**src/rtl/nn_argmax_classifier.sv**
```systemverilog
// -----------------------------------------------------------------------------
// nn_argmax_classifier
//
// Purpose:
//    Downstream stage of the network top. On the rising edge of the network
//    completion flag it snapshots the N signed network outputs. It then walks
//    the snapshot one element per cycle and keeps a running maximum (with its
//    index) and runner-up. It presents index, maximum, runner-up and margin
//    through a valid/ready handshake.
//
// Ports:
//    clk         system clock, all state changes on posedge
//    rst         synchronous active-high reset
//    net_ack     network completion flag (level; only its rising edge counts)
//    net_vec     N packed signed W-bit outputs, element k at [k*W +: W]
//    busy        high while a captured vector is being scanned
//    res_valid   result available (held until res_ready)
//    res_ready   consumer accepts the result
//    res_index   index of the maximum element (lowest index on ties)
//    res_max     signed maximum value
//    res_second  signed runner-up value
//    res_margin  signed res_max - res_second in W+1 bits, never negative
//    overrun     sticky: a rising edge of net_ack arrived while not idle
// -----------------------------------------------------------------------------
module nn_argmax_classifier #(
   parameter int N  = 8,
   parameter int W  = 8,
   parameter int IW = 3
) (
   input  logic              clk,
   input  logic              rst,
   input  logic              net_ack,
   input  logic [N*W-1:0]    net_vec,
   output logic              busy,
   output logic              res_valid,
   input  logic              res_ready,
   output logic [IW-1:0]     res_index,
   output logic [W-1:0]      res_max,
   output logic [W-1:0]      res_second,
   output logic [W:0]        res_margin,
   output logic              overrun
);

   // Pointer must be able to hold N itself: the value N marks the cycle in
   // which the last comparison has settled and the result is registered.
   localparam int PW = $clog2(N + 1);
   localparam logic [PW-1:0] PTR_END = PW'(N);
   localparam logic signed [W-1:0] MOST_NEG = {1'b1, {(W-1){1'b0}}};

   typedef enum logic [1:0] {
      S_IDLE = 2'd0,
      S_SCAN = 2'd1,
      S_HOLD = 2'd2
   } state_t;

   state_t state_q, state_d;

   logic                 ack_prev_q, ack_prev_d;
   logic                 overrun_q, overrun_d;
   logic [PW-1:0]        ptr_q, ptr_d;
   logic signed [W-1:0]  best_q, best_d;
   logic signed [W-1:0]  second_q, second_d;
   logic [IW-1:0]        idx_q, idx_d;

   logic [IW-1:0]        res_index_q, res_index_d;
   logic [W-1:0]         res_max_q, res_max_d;
   logic [W-1:0]         res_second_q, res_second_d;
   logic [W:0]           res_margin_q, res_margin_d;

   logic signed [W-1:0]  net_elem [N];
   logic signed [W-1:0]  elem_q [N];
   logic signed [W-1:0]  elem_d [N];

   logic                 start;
   logic [IW-1:0]        ptr_idx;
   logic signed [W-1:0]  scan_e;
   logic [W:0]           margin_calc;

   // Unpack the flat input bus into an array of signed elements.
   for (genvar gi = 0; gi < N; gi++) begin : g_unpack
      assign net_elem[gi] = net_vec[gi*W +: W];
   end

   assign start = net_ack & ~ack_prev_q;

   // The pointer reaches N only in the finishing cycle, where the element
   // read is unused; keep the array index in range regardless.
   assign ptr_idx = (ptr_q < PTR_END) ? ptr_q[IW-1:0] : '0;
   assign scan_e  = elem_q[ptr_idx];

   // Sign-extend both operands one bit so the difference cannot overflow.
   assign margin_calc = {best_q[W-1], best_q} - {second_q[W-1], second_q};

   always_comb begin
      state_d      = state_q;
      ack_prev_d   = net_ack;
      overrun_d    = overrun_q;
      ptr_d        = ptr_q;
      best_d       = best_q;
      second_d     = second_q;
      idx_d        = idx_q;
      elem_d       = elem_q;
      res_index_d  = res_index_q;
      res_max_d    = res_max_q;
      res_second_d = res_second_q;
      res_margin_d = res_margin_q;

      // Any new inference arriving while we still own a vector is lost.
      if (start && (state_q != S_IDLE)) begin
         overrun_d = 1'b1;
      end

      case (state_q)
         S_IDLE: begin
            if (start) begin
               elem_d   = net_elem;
               best_d   = net_elem[0];
               idx_d    = '0;
               second_d = MOST_NEG;
               ptr_d    = PW'(1);
               state_d  = S_SCAN;
            end
         end

         S_SCAN: begin
            if (ptr_q == PTR_END) begin
               res_index_d  = idx_q;
               res_max_d    = best_q;
               res_second_d = second_q;
               res_margin_d = margin_calc;
               state_d      = S_HOLD;
            end else begin
               // Strict compare keeps the lowest index on ties; the tied
               // value then lands in second via the else branch.
               if (scan_e > best_q) begin
                  second_d = best_q;
                  best_d   = scan_e;
                  idx_d    = ptr_q[IW-1:0];
               end else if (scan_e > second_q) begin
                  second_d = scan_e;
               end
               ptr_d = ptr_q + PW'(1);
            end
         end

         S_HOLD: begin
            if (res_ready) begin
               state_d = S_IDLE;
            end
         end

         default: begin
            state_d = S_IDLE;
         end
      endcase
   end

   always_ff @(posedge clk) begin
      if (rst) begin
         state_q      <= S_IDLE;
         ack_prev_q   <= 1'b0;
         overrun_q    <= 1'b0;
         ptr_q        <= '0;
         best_q       <= '0;
         second_q     <= '0;
         idx_q        <= '0;
         res_index_q  <= '0;
         res_max_q    <= '0;
         res_second_q <= '0;
         res_margin_q <= '0;
         for (int i = 0; i < N; i++) begin
            elem_q[i] <= '0;
         end
      end else begin
         state_q      <= state_d;
         ack_prev_q   <= ack_prev_d;
         overrun_q    <= overrun_d;
         ptr_q        <= ptr_d;
         best_q       <= best_d;
         second_q     <= second_d;
         idx_q        <= idx_d;
         res_index_q  <= res_index_d;
         res_max_q    <= res_max_d;
         res_second_q <= res_second_d;
         res_margin_q <= res_margin_d;
         elem_q       <= elem_d;
      end
   end

   assign busy       = (state_q == S_SCAN);
   assign res_valid  = (state_q == S_HOLD);
   assign res_index  = res_index_q;
   assign res_max    = res_max_q;
   assign res_second = res_second_q;
   assign res_margin = res_margin_q;
   assign overrun    = overrun_q;

endmodule

```
**config.mk**
```make
export PLATFORM = sky130hd
export DESIGN_NAME = nn_argmax_classifier
export DESIGN_NICKNAME = d
export VERILOG_FILES = /design/src/rtl/nn_argmax_classifier.sv
export SDC_FILE = /design/constraint.sdc
export NUM_CORES = 1
export LEC_CHECK = 0
export BUFFER_PORTS_ARGS = -buffer_cell sky130_fd_sc_hd__buf_2
export CAP_MARGIN = 20
export CORE_UTILIZATION = 35
export DETAILED_ROUTE_END_ITERATION = 16
export PLACE_DENSITY = 0.58
export SLEW_MARGIN = 20
export SYNTH_ARGS = -nofsm -noshare
export SYNTH_HDL_FRONTEND = slang
export SYNTH_SLANG_ARGS = --single-unit
```
**constraint.sdc**
```tcl
create_clock -name clk -period 3.6 [get_ports clk]
set_input_delay 0.18 -clock clk [delete_from_list [all_inputs] [get_ports clk]]
set_output_delay 0.18 -clock clk [all_outputs]
set_load 0.02 [all_outputs]
```
== Yosys cells after proc, flatten, opt, wreduce, memory -nomap -nowiden ==
Cells that the tools add are included.
Word-level totals
  output and inout port bits: 31
  bits of input ports: 68
  register bits: 119
  logic and storage cells: 71
Cells by class
  eq/ne operators: 9
  reduce and logical (&&, ||, !) cells: 10
  $add $sub $neg: 2
  bitwise logic cells: 3
  magnitude comparators: 4
  mux-type cells: 24
Operators by type and width (number)
  $mux W8: 9
  $pmux W8 S2: 2
  $bmux W8 S3: 1
  $gt A8 B8 Y1: 2
  $mux W3: 4
  $sub A8 B8 Y9: 1
  $mux W4: 2
  $pmux W4 S2: 1
  $reduce_and A4 Y1: 2
  $mux W2: 3
  $ne A2 B1 Y1 const B: 3
  $pmux W2 S3: 1
  $pmux W3 S2: 1
  $reduce_and A3 Y1: 2
  $add A4 B1 Y4 const B: 1
  $eq A4 B4 Y1 const B: 1
  $ge A4 B4 Y1 const B: 1
  $lt A4 B4 Y1 const B: 1
  $ne A2 B2 Y1 const B: 2
  $not A3 Y4: 1
  $reduce_and A2 Y1: 2
  $reduce_bool A2 Y1: 2
  $ne A3 B1 Y1 const B: 1
  $eq A2 B1 Y1 const B: 1
  5 further kinds: 5

== Logic depth before layout (Yosys ltp) ==
Gate-level depths: netlist of run 1.
  word-level depth: 11
  mapped depth: 14
  gate-level depth less buffers: 11

== Worst setup path after synthesis of run 1 ==
No wires, ideal clock.
  kind: register to register
  start point: reg ptr_q[0]
  end point: reg second_q[7]
  setup slack: 0.530 ns
  clock period less this slack: 3.070 ns
  setup time: 0.119 ns
  buffers on the path: 4
  arrival time: 2.951 ns
  data required time: 3.481 ns
  stages on the path, launching flop included: 14
  path through: dfxtp_1 buf_2 buf_2 buf_1 a31oi_1 o21a_1 ha_1 a21oi_1 o221ai_1 nor4_4 o21ai_4 or2_1 buf_6 o221a_1
Between the ends
  longest elaborated chain between the ends: 10
  elaborated cells between the ends (all ways): 16
  classes of those cells: order compare (3); eq/ne (3); mux (8); bitwise (1); reduce/logical (1)
Ends and longest elaborated chain
  start, declared: RTL line 60  | logic [PW-1:0] ptr_q, ptr_d;
  start signal, assigned: RTL line 178  | ptr_q <= ptr_d;
  $lt A4 B4 Y1: RTL line 88  | assign ptr_idx = (ptr_q < PTR_END) ? ptr_q[IW-1:0] : '0;
  $mux W3: RTL line 88
  $not A3 Y4 (implied by the code): RTL line 89  | assign scan_e = elem_q[ptr_idx];
  $bmux W8 S3: RTL line 89
  $mux W8 (implied by the code) (2 in a row): RTL line 89
  $gt A8 B8 Y1 / $mux W8 (equally long branches): RTL line 135, 139
  $mux W8: RTL line 135  | if (scan_e > best_q) begin
  $mux W8: RTL line 126  | if (ptr_q == PTR_END) begin
  $pmux W8 S2: RTL line 113  | case (state_q)
  end signal, assigned: RTL line 180  | second_q <= second_d;
  end, declared: RTL line 62  | logic signed [W-1:0] second_q, second_d;
Several ways; a longest one is shown, not always the timed one. The select of a mux whose other input is x is not followed.
A chain may end at the register's enable or synchronous reset.

== Worst setup path in the final report of run 1 ==
  start point: reg ptr_q[3]
  end point: reg second_q[0]
Same word-level chain as after synthesis.

==> results of run 1 <==
[cells by family after synthesis]
logic type               after synthesis  synth area share
buffers and inverters                 75           0.05194
XOR/XNOR                               4          0.006112
flip-flops                           119            0.4155
multiplexers                          21           0.03688
adder cells (fa/ha/maj)               27           0.06024
AND/OR/NAND/NOR                      298            0.2265
AO/OA/AOI/OAI                        177            0.2028
[report_power, final]
group          total, uW  switching [uW]  internal [uW]
clock               1730             577           1150
sequential          1450            62.7           1390
combinational        807             463            345
total               3990            1100           2890
[final cells by class]
cell class	instances	area, um^2
fillers	1647	8628
multi-input cells	527	3064
flip-flops and latches	119	2384
repair buffers	142	883.3
clock buffers	23	488.0
well taps	216	270.3
clock inverters	8	120.1
inverters	28	105.1
[sequential cells by signal, indices dropped and copies added, names as in the netlist]
signal	count
res_index	3
res_margin	9
best_q	8
second_q	8
overrun	1
elem_q	64
state_q	2
ack_prev_q	1
idx_q	3
ptr_q	4
res_max	8
res_second	8
[metrics by stage]
step	utilization	setup slack [ns]	cell area [um^2]	total power [uW]	instances
6_report	0.4588	0.3237	7315	3990	1063
5_1_grt	0.4588	0.1152	7315	4206	1063
4_1_cts	0.4586	0.1920	7311	4028	1063
3_5_place_dp	0.4054	0.2270	6462	2265	1008
3_3_place_gp	0.4054	0.1915	6462	2265	1008
2_1_floorplan	-	0.5302	5733	2064	721
[routing by layer]
| layer | GRT usage | part of all wire | up-vias |
|---|---|---|---|
| met2 | 0.2900 | 0.45 | 123 |
| met1 | 0.2480 | 0.49 | 2330 |
| li1 | - | - | 2707 |
| met4 | 0.08140 | 0.018 | 0 |
| met3 | 0.04223 | 0.041 | 20 |
| met5 | 0 | 0 | - |
[cell usage after synthesis, types with 3 or more instances]
master    instances
nand2_1         210
dfxtp_1         119
a21oi_1         102
clkbuf_1         32
inv_1            28
nor2_1           27
ha_1             26
mux2i_1          20
nor2b_1          14
nor3_1           13
a211oi_1         12
a31oi_1          11
o32ai_2           8
buf_1             7
buf_2             7
o21a_1            7
o221ai_1          7
a311oi_1          6
nand2b_1          6
o21ai_0           5
nand3b_1          4
nand4_1           4
nand3_1           3
o22ai_1           3
[worst max-delay path, stage by stage (launching register included)]
cell	delay (ns)
dfxtp_1	0.53
nand2b_1	0.31
o22ai_1	0.14
o22ai_1	0.25
inv_1	0.10
ha_1	0.36
nand4_1	0.10
o221ai_1	0.35
nor4_4	0.10
nor2_2	0.44
mux2_2	0.41
o32ai_2	0.08
[timing repair]
action / in CTS / in global routing
endpoints found under the hold margin: 24 / 0
setup endpoints to repair: 0 / 8
hold buffers: 24 / 0
resized for setup: 0 / 2
[how the worst max path moves through the flow]
stage | to | slack (ns) | startpoint
6_report | second_q[0] | 0.32 | ptr_q[3]
4_1_cts | second_q[0] | 0.19 | ptr_q[2]
2_1_floorplan | second_q[7] | 0.53 | ptr_q[0]
3_3_place_gp | second_q[0] | 0.19 | ptr_q[2]
3_5_place_dp | second_q[0] | 0.23 | ptr_q[2]
5_1_grt | second_q[0] | 0.12 | ptr_q[3]
==> flow_summary.toml, run 1 <==
[setup_path]
r2r-end = "second_q[0]"
start_kind = "flip-flop"
required_ns = 3.92
ff2ff_path_depth = 11
reg2reg_from = "ptr_q[3]"
worstSetupEndpointType = "flip-flop"
path_class = "flip-flop to flip-flop"
cp_max_fo = 11
cp.arrival_ns = 3.60
reg2reg_slack_ns = 0.32

[sta]
relSlewSlack = 0.5565
final-max-slew-violation-count = 0
setup_tns_ns = 0
timing.final.crit_share = 0.9101
finalHoldViolCount = 0
layout_min_cycle_time_ns = 3.276
rsz0062_at_grt = "no"
fin_skew_ns = 0.008572
max_freq_mhz = 305.2
holdWs_ns = 0.01137
setup_viol = 0
worstMarginPinSlew_ns = 0.6652

[floorplanning]
rows = 46
die_h_um = 130.0
die_area_um2 = 16900
start_util = 0.3596
core_um2 = 15940
io_pins = 99
die_x_um = 130.0

[detailed_routing]
vias_per_cell = 4.873
wl_per_cell_um = 13.76
num_vias = 5180
drt_iter0_markers = 344
postRouteWirelength_mm = 14.63
ant_nets = 0
drtPass1Iterations = 4
drc = 0

[clock_tree]
cts_max_level = 4
tritoncts = "done"
cts_made_buffers = 17
cts_setup_buffers = 0
insertion_delay_ns = 0.41
clk_path_buf_depth = 2
clk_pin_slew_worst_paths_ns = 0.05
clock-sinks = 119
clockRootBuffer = "clkbuf_16"

[logic_synthesis]
synth_area_per_cell_um2 = 7.951
yosys-top-cells-area = "dfxtp_1, nand2_1, a21oi_1"
synthCells = 721
synth_top_area_frac = 0.4155
synthArstFlopShare = 0
yosysSeqAreaShare = 0.4155
syn-cell-area_um2 = 5733
ys.flop_type = "dfxtp_1"
ys_seq_elements = 119
synth_warnings = 0
synth_cell_types = 58
syn_nets = 816
synth_edf_count = 0
synth_top_area_cell = "dfxtp_1"

[grt]
antenna_found_initial = 0
gr-total-overflow = 0
grt_first_pass_wirelength_mm = 24.14
grt_max_degree = 69
grt_pass1_vias = 4798
grt.total_usage = 0.1868

[pwr]
p_per_area_nw_per_um2 = 545.5
p_leak_uw = 0.002910
vdd_drop_max_uv = 376.3

[finish]
layout.cells.most_common = "nand2_1"
nets = 930
layout_common_cells = "nand2_1, dfxtp_1, a21oi_1"
n_antenna_cell = 0
drive_above_1_share = 0.2007
area_growth_pct = 27.59

[min_path]
hold_path.startpoint = "net_vec[31]"
min_to = "elem_q[39]"
whs_path_depth = 3
hold_class = "primary input to flip-flop"

[place]
dp_hpwl_mm = 10.41
port_buffers = 98
place.gp.congestion = 0.8302

[run_status]
status = "finished, final reports clean"

[run]
maxCapViolCount = 0
Note: power is estimated with default switching activity, not from simulation.
==> run 2, diff against run 1 <==
==> constraint.sdc (replaced) <==
create_clock -name clk -period 4.2 [get_ports clk]
set_input_delay 0.21 -clock clk [delete_from_list [all_inputs] [get_ports clk]]
set_output_delay 0.21 -clock clk [all_outputs]
set_load 0.02 [all_outputs]
==> flow_summary.toml, run 2 (synthesis results as in run 1) <==
[setup_path]
path_class = "flip-flop to flip-flop"
required_ns = 4.51
worstSetupEndpointType = "flip-flop"
cp_max_fo = 18
cp.arrival_ns = 4.04
start_kind = "flip-flop"

[finish]
layout_common_cells = "nand2_1, dfxtp_1, a21oi_1"
fillers = 1679
n_antenna_cell = 0
nets = 895
largest-register = "elem_q"
layout.cells.most_common = "nand2_1"
post-route-util = 0.4378
drive_above_1_share = 0.1921
final_cell_area_um2 = 6979
largest_register_ff_count = 64
area_growth_pct = 21.74
finalNonFillerCells = 1028

[clock_tree]
insertion_delay_ns = 0.42
cts_resized = 0
cts_setup_buffers = 0
clockRootBuffer = "clkbuf_16"
cts_made_buffers = 17
cts_max_level = 4
tritoncts = "done"
ctsHoldBuffers = 0
clk_path_buf_depth = 2
clk_pin_slew_worst_paths_ns = 0.05
clock-sinks = 119

[run_status]
status = "finished, final reports clean"

[grt]
grt_first_pass_wirelength_mm = 24.15
grt.total_usage = 0.1887
antenna_found_initial = 0
grt_max_degree = 82
gr-total-overflow = 0
grt_pass1_vias = 4732

[detailed_routing]
drt-met1-wl_mm = 7.177
wl_per_cell_um = 14.40
route.met3.wl_um = 648
ant_nets = 0
vias_per_cell = 4.934
drtPass1Iterations = 4
postRouteWirelength_mm = 14.80
top_layer = "met4"
met2_length_mm = 6.718
drc = 0
drt_iter0_markers = 313
num_vias = 5072

[floorplanning]
start_util = 0.3596
rows = 46
die_h_um = 130.0
io_pins = 99
core_um2 = 15940
die_x_um = 130.0
die_area_um2 = 16900

[min_path]
hold_class = "primary input to flip-flop"

[sta]
holdWs_ns = 0.02438
finalHoldViolCount = 0
layout_min_cycle_time_ns = 3.735
rsz0062_at_grt = "no"
fin_skew_ns = 0.007321
setup_viol = 0
relSlewSlack = 0.3706
max_freq_mhz = 267.7
final-max-slew-violation-count = 0
setup_tns_ns = 0
timing.final.crit_share = 0.8893
worstMarginPinSlew_ns = 0.9441

[place]
dpl_cell_area_um2 = 6380
placed_cells = 997
dp_hpwl_mm = 10.56
port_buffers = 98
place.gp.congestion = 0.8755

[pwr]
p_per_area_nw_per_um2 = 485.1
p_leak_uw = 0.002751
vdd_drop_max_uv = 339.6

[run]
maxCapViolCount = 0
-- run 2: report_power, final --
group	switching (uW)	total (uW)	leakage (uW)	internal, uW
clock	500	1470	0.000293	973
sequential	58.5	1250	0.000970	1190
combinational	392	663	0.00149	271
-- run 2: worst paths after layout --
check / endpoint / slack (ns) / start / cells past startpoint
max: second_q[7] / 0.46 / ptr_q[2] / 11
min: elem_q[49] / 0.02 / net_vec[9] / 3
max reg2reg: second_q[7] / 0.46 / ptr_q[2] / 11
min reg2reg: res_margin[4] / 0.45 / res_margin[4] / 2
-- run 2: layout make-up --
cell class              instances  area [um^2]  share of cell area
inverters                      28        105.1             0.01506
repair buffers                107        560.5             0.08032
well taps                     216        270.3             0.03872
clock inverters                 8        121.4             0.01739
clock buffers                  23        478.0             0.06848
flip-flops and latches        119         2382              0.3413
multi-input cells             527         3062              0.4387
-- run 2: critical path, cell delays in order (launching register included) --
cell and delay (ns):
dfxtp_1 0.67, nor2b_1 0.44, a21oi_1 0.14, o221ai_1 0.19, o21a_1 0.26, ha_1 0.29
a21oi_1 0.18, o221ai_1 0.18, nor4_4 0.33, o21ai_4 0.22, or2_1 0.42, o221a_1 0.29
-- run 2: layer usage --
layer	vias up	GRT usage
met5	-	0
met4	0	0.08345
met3	18	0.04961
met2	116	0.2932
met1	2305	0.2458
li1	2633	-
-- run 2: metrics by stage --
stage | setup slack [ns] | total power, uW
floorplan | 1.130 | 1770
global placement | 0.6276 | 1933
detailed placement | 0.5626 | 1936
CTS | 0.4888 | 3421
global route | 0.1521 | 3563
finish | 0.4650 | 3386
==> run 3, diff against run 2 <==
--- a/config.mk
+++ b/config.mk
@@ -5,11 +5,14 @@
 export SDC_FILE = /design/constraint.sdc
 export NUM_CORES = 1
 export LEC_CHECK = 0
+export ABC_CLOCK_PERIOD_IN_PS = 4200
 export BUFFER_PORTS_ARGS = -buffer_cell sky130_fd_sc_hd__buf_2
 export CAP_MARGIN = 20
+export CORE_ASPECT_RATIO = 0.9
 export CORE_UTILIZATION = 35
 export DETAILED_ROUTE_END_ITERATION = 16
 export PLACE_DENSITY = 0.58
+export REMOVE_ABC_BUFFERS = 1
 export SLEW_MARGIN = 20
 export SYNTH_ARGS = -nofsm -noshare
 export SYNTH_HDL_FRONTEND = slang
==> flow_summary.toml, run 3 (synthesis results as in run 1) <==
[pwr]
vdd_drop_max_uv = 295.5
intPower_uw = 2290
swShare = 0.3011
p_total_uw = 3276
p_clk_frac = 0.418
power_frac_seq = 0.380
p_switching_uw = 986.3
power_frac_comb = 0.202
p_leak_uw = 0.002723
p_per_area_nw_per_um2 = 472.4

[sta]
layout_min_cycle_time_ns = 3.610
holdWs_ns = 0.02350
timing.final.crit_share = 0.8594
fin_skew_ns = 0.007740
setup_viol = 0
worstMarginPinSlew_ns = 0.9944
relSlewSlack = 0.3371
max_freq_mhz = 277.0
final-max-slew-violation-count = 0
setup_tns_ns = 0
finalHoldViolCount = 0
rsz0062_at_grt = "no"

[setup_path]
crit_path_max_incr_delay_ns = 0.55
required_ns = 4.50
crit_chain = "buf_4 -> nor2b_1 -> a211oi_1 -> a31oi_1 -> o21a_1 -> ha_1 -> a21oi_1 -> o221ai_1 -> nor4_4 -> o21ai_4 -> or2_1 -> o221a_1"
cp.arrival_ns = 3.91
r2r-end = "second_q[7]"
cp_slowest_cell = "dfxtp_1"
cp-startpoint = "ptr_q[2]"
start_kind = "flip-flop"
worstSetupEndpointType = "flip-flop"
reg2reg_slack_ns = 0.59
path_class = "flip-flop to flip-flop"
reg2reg_from = "ptr_q[2]"
crit_end = "second_q[7]"
cp_max_fo = 18
ff2ff_path_depth = 12

[detailed_routing]
drtPass1Iterations = 4
drt_iter0_markers = 248
drc = 0
wl_per_cell_um = 14.13
vias_per_cell = 4.896
postRouteWirelength_mm = 14.40
ant_nets = 0
num_vias = 4989

[grt]
grt_max_degree = 81
grt_first_pass_wirelength_mm = 23.49
gr-total-overflow = 0
antenna_found_initial = 0
grt_pass1_vias = 4770
grt.total_usage = 0.1816

[place]
dp_hpwl_mm = 10.26
place.gp.congestion = 0.8057
placed_cells = 988
port_buffers = 98

[clock_tree]
tritoncts = "done"
clk_pin_slew_worst_paths_ns = 0.06
cts_made_buffers = 17
clockRootBuffer = "clkbuf_16"
clk_path_buf_depth = 2
insertion_delay_ns = 0.42
ctsHoldBuffers = 0
clock-sinks = 119
cts_setup_buffers = 0
cts_resized = 0
cts_max_level = 4

[finish]
n_antenna_cell = 0
nets = 895
fillers = 1674
post-route-util = 0.4314
largest-register = "elem_q"
area_growth_pct = 20.95
finalNonFillerCells = 1019
layout.cells.most_common = "nand2_1"
drive_above_1_share = 0.1958
largest_register_ff_count = 64
layout_common_cells = "nand2_1, dfxtp_1, a21oi_1"

[floorplanning]
start_util = 0.3566
die_area_um2 = 16900
die_x_um = 136.9
rows = 44
die_h_um = 123.4
core_um2 = 16080
io_pins = 99

[min_path]
hold_class = "primary input to flip-flop"

[run_status]
status = "finished, final reports clean"

[run]
maxCapViolCount = 0
run 3: how the worst min path moves through the flow:
| stage | from | to | slack [ns] | cells past startpoint |
|---|---|---|---|---|
| floorplan | rst | elem_q[0] | 0.28 | 1 |
| global route | net_vec[27] | elem_q[35] | 0.01 | 3 |
| CTS | net_vec[20] | elem_q[44] | 0.009 | 3 |
| detailed placement | res_margin[4] | res_margin[4] | 0.44 | 2 |
| global placement | res_margin[3] | res_margin[3] | 0.44 | 2 |
| finish | net_vec[20] | elem_q[44] | 0.02 | 3 |
run 3: power groups by stage:
| stage | combinational [uW] | clock (uW) | sequential [uW] |
|---|---|---|---|
| final | 662 | 1370 | 1240 |
| after global routing | 747 | 1450 | 1250 |
| after CTS | 665 | 1400 | 1240 |
| after detailed placement | 661 | 0 | 1270 |
| after global placement | 659 | 0 | 1270 |
| after floorplan | 485 | 0 | 1250 |
run 3: through the flow:
step | setup slack [ns] | cell area [um^2]
after floorplan | -0.1687 | 5540
after global placement | 0.7488 | 6369
after detailed placement | 0.6230 | 6369
after CTS | 0.6007 | 6934
after global routing | 0.3191 | 6934
final | 0.5904 | 6934
run 3: area by class of cell:
type,count,area (um^2),area share
tap,207,259.0,0.03735
inverter,28,105.1,0.01516
multi-input combinational,527,3062,0.4415
clock buffer,18,439.2,0.06333
clock inverter,13,126.4,0.01822
timing repair buffer,107,560.5,0.08084
sequential,119,2382,0.3436
run 3: worst max-delay path, delay by kind of cell (launching register included):
family | cells | cell delay, ns
AOI/OAI and AO/OA | 7 | 1.44
and+or+nand+nor | 3 | 0.84
adders and majority gates | 1 | 0.34
DFF | 1 | 0.55
buffers and inverters | 1 | 0.31
run 3: per-layer routing:
layer / track usage / share of wire
met4: 0.05495 / 0.010
met3: 0.04961 / 0.039
met2: 0.2827 / 0.45
met1: 0.2441 / 0.50
met5: 0 / 0
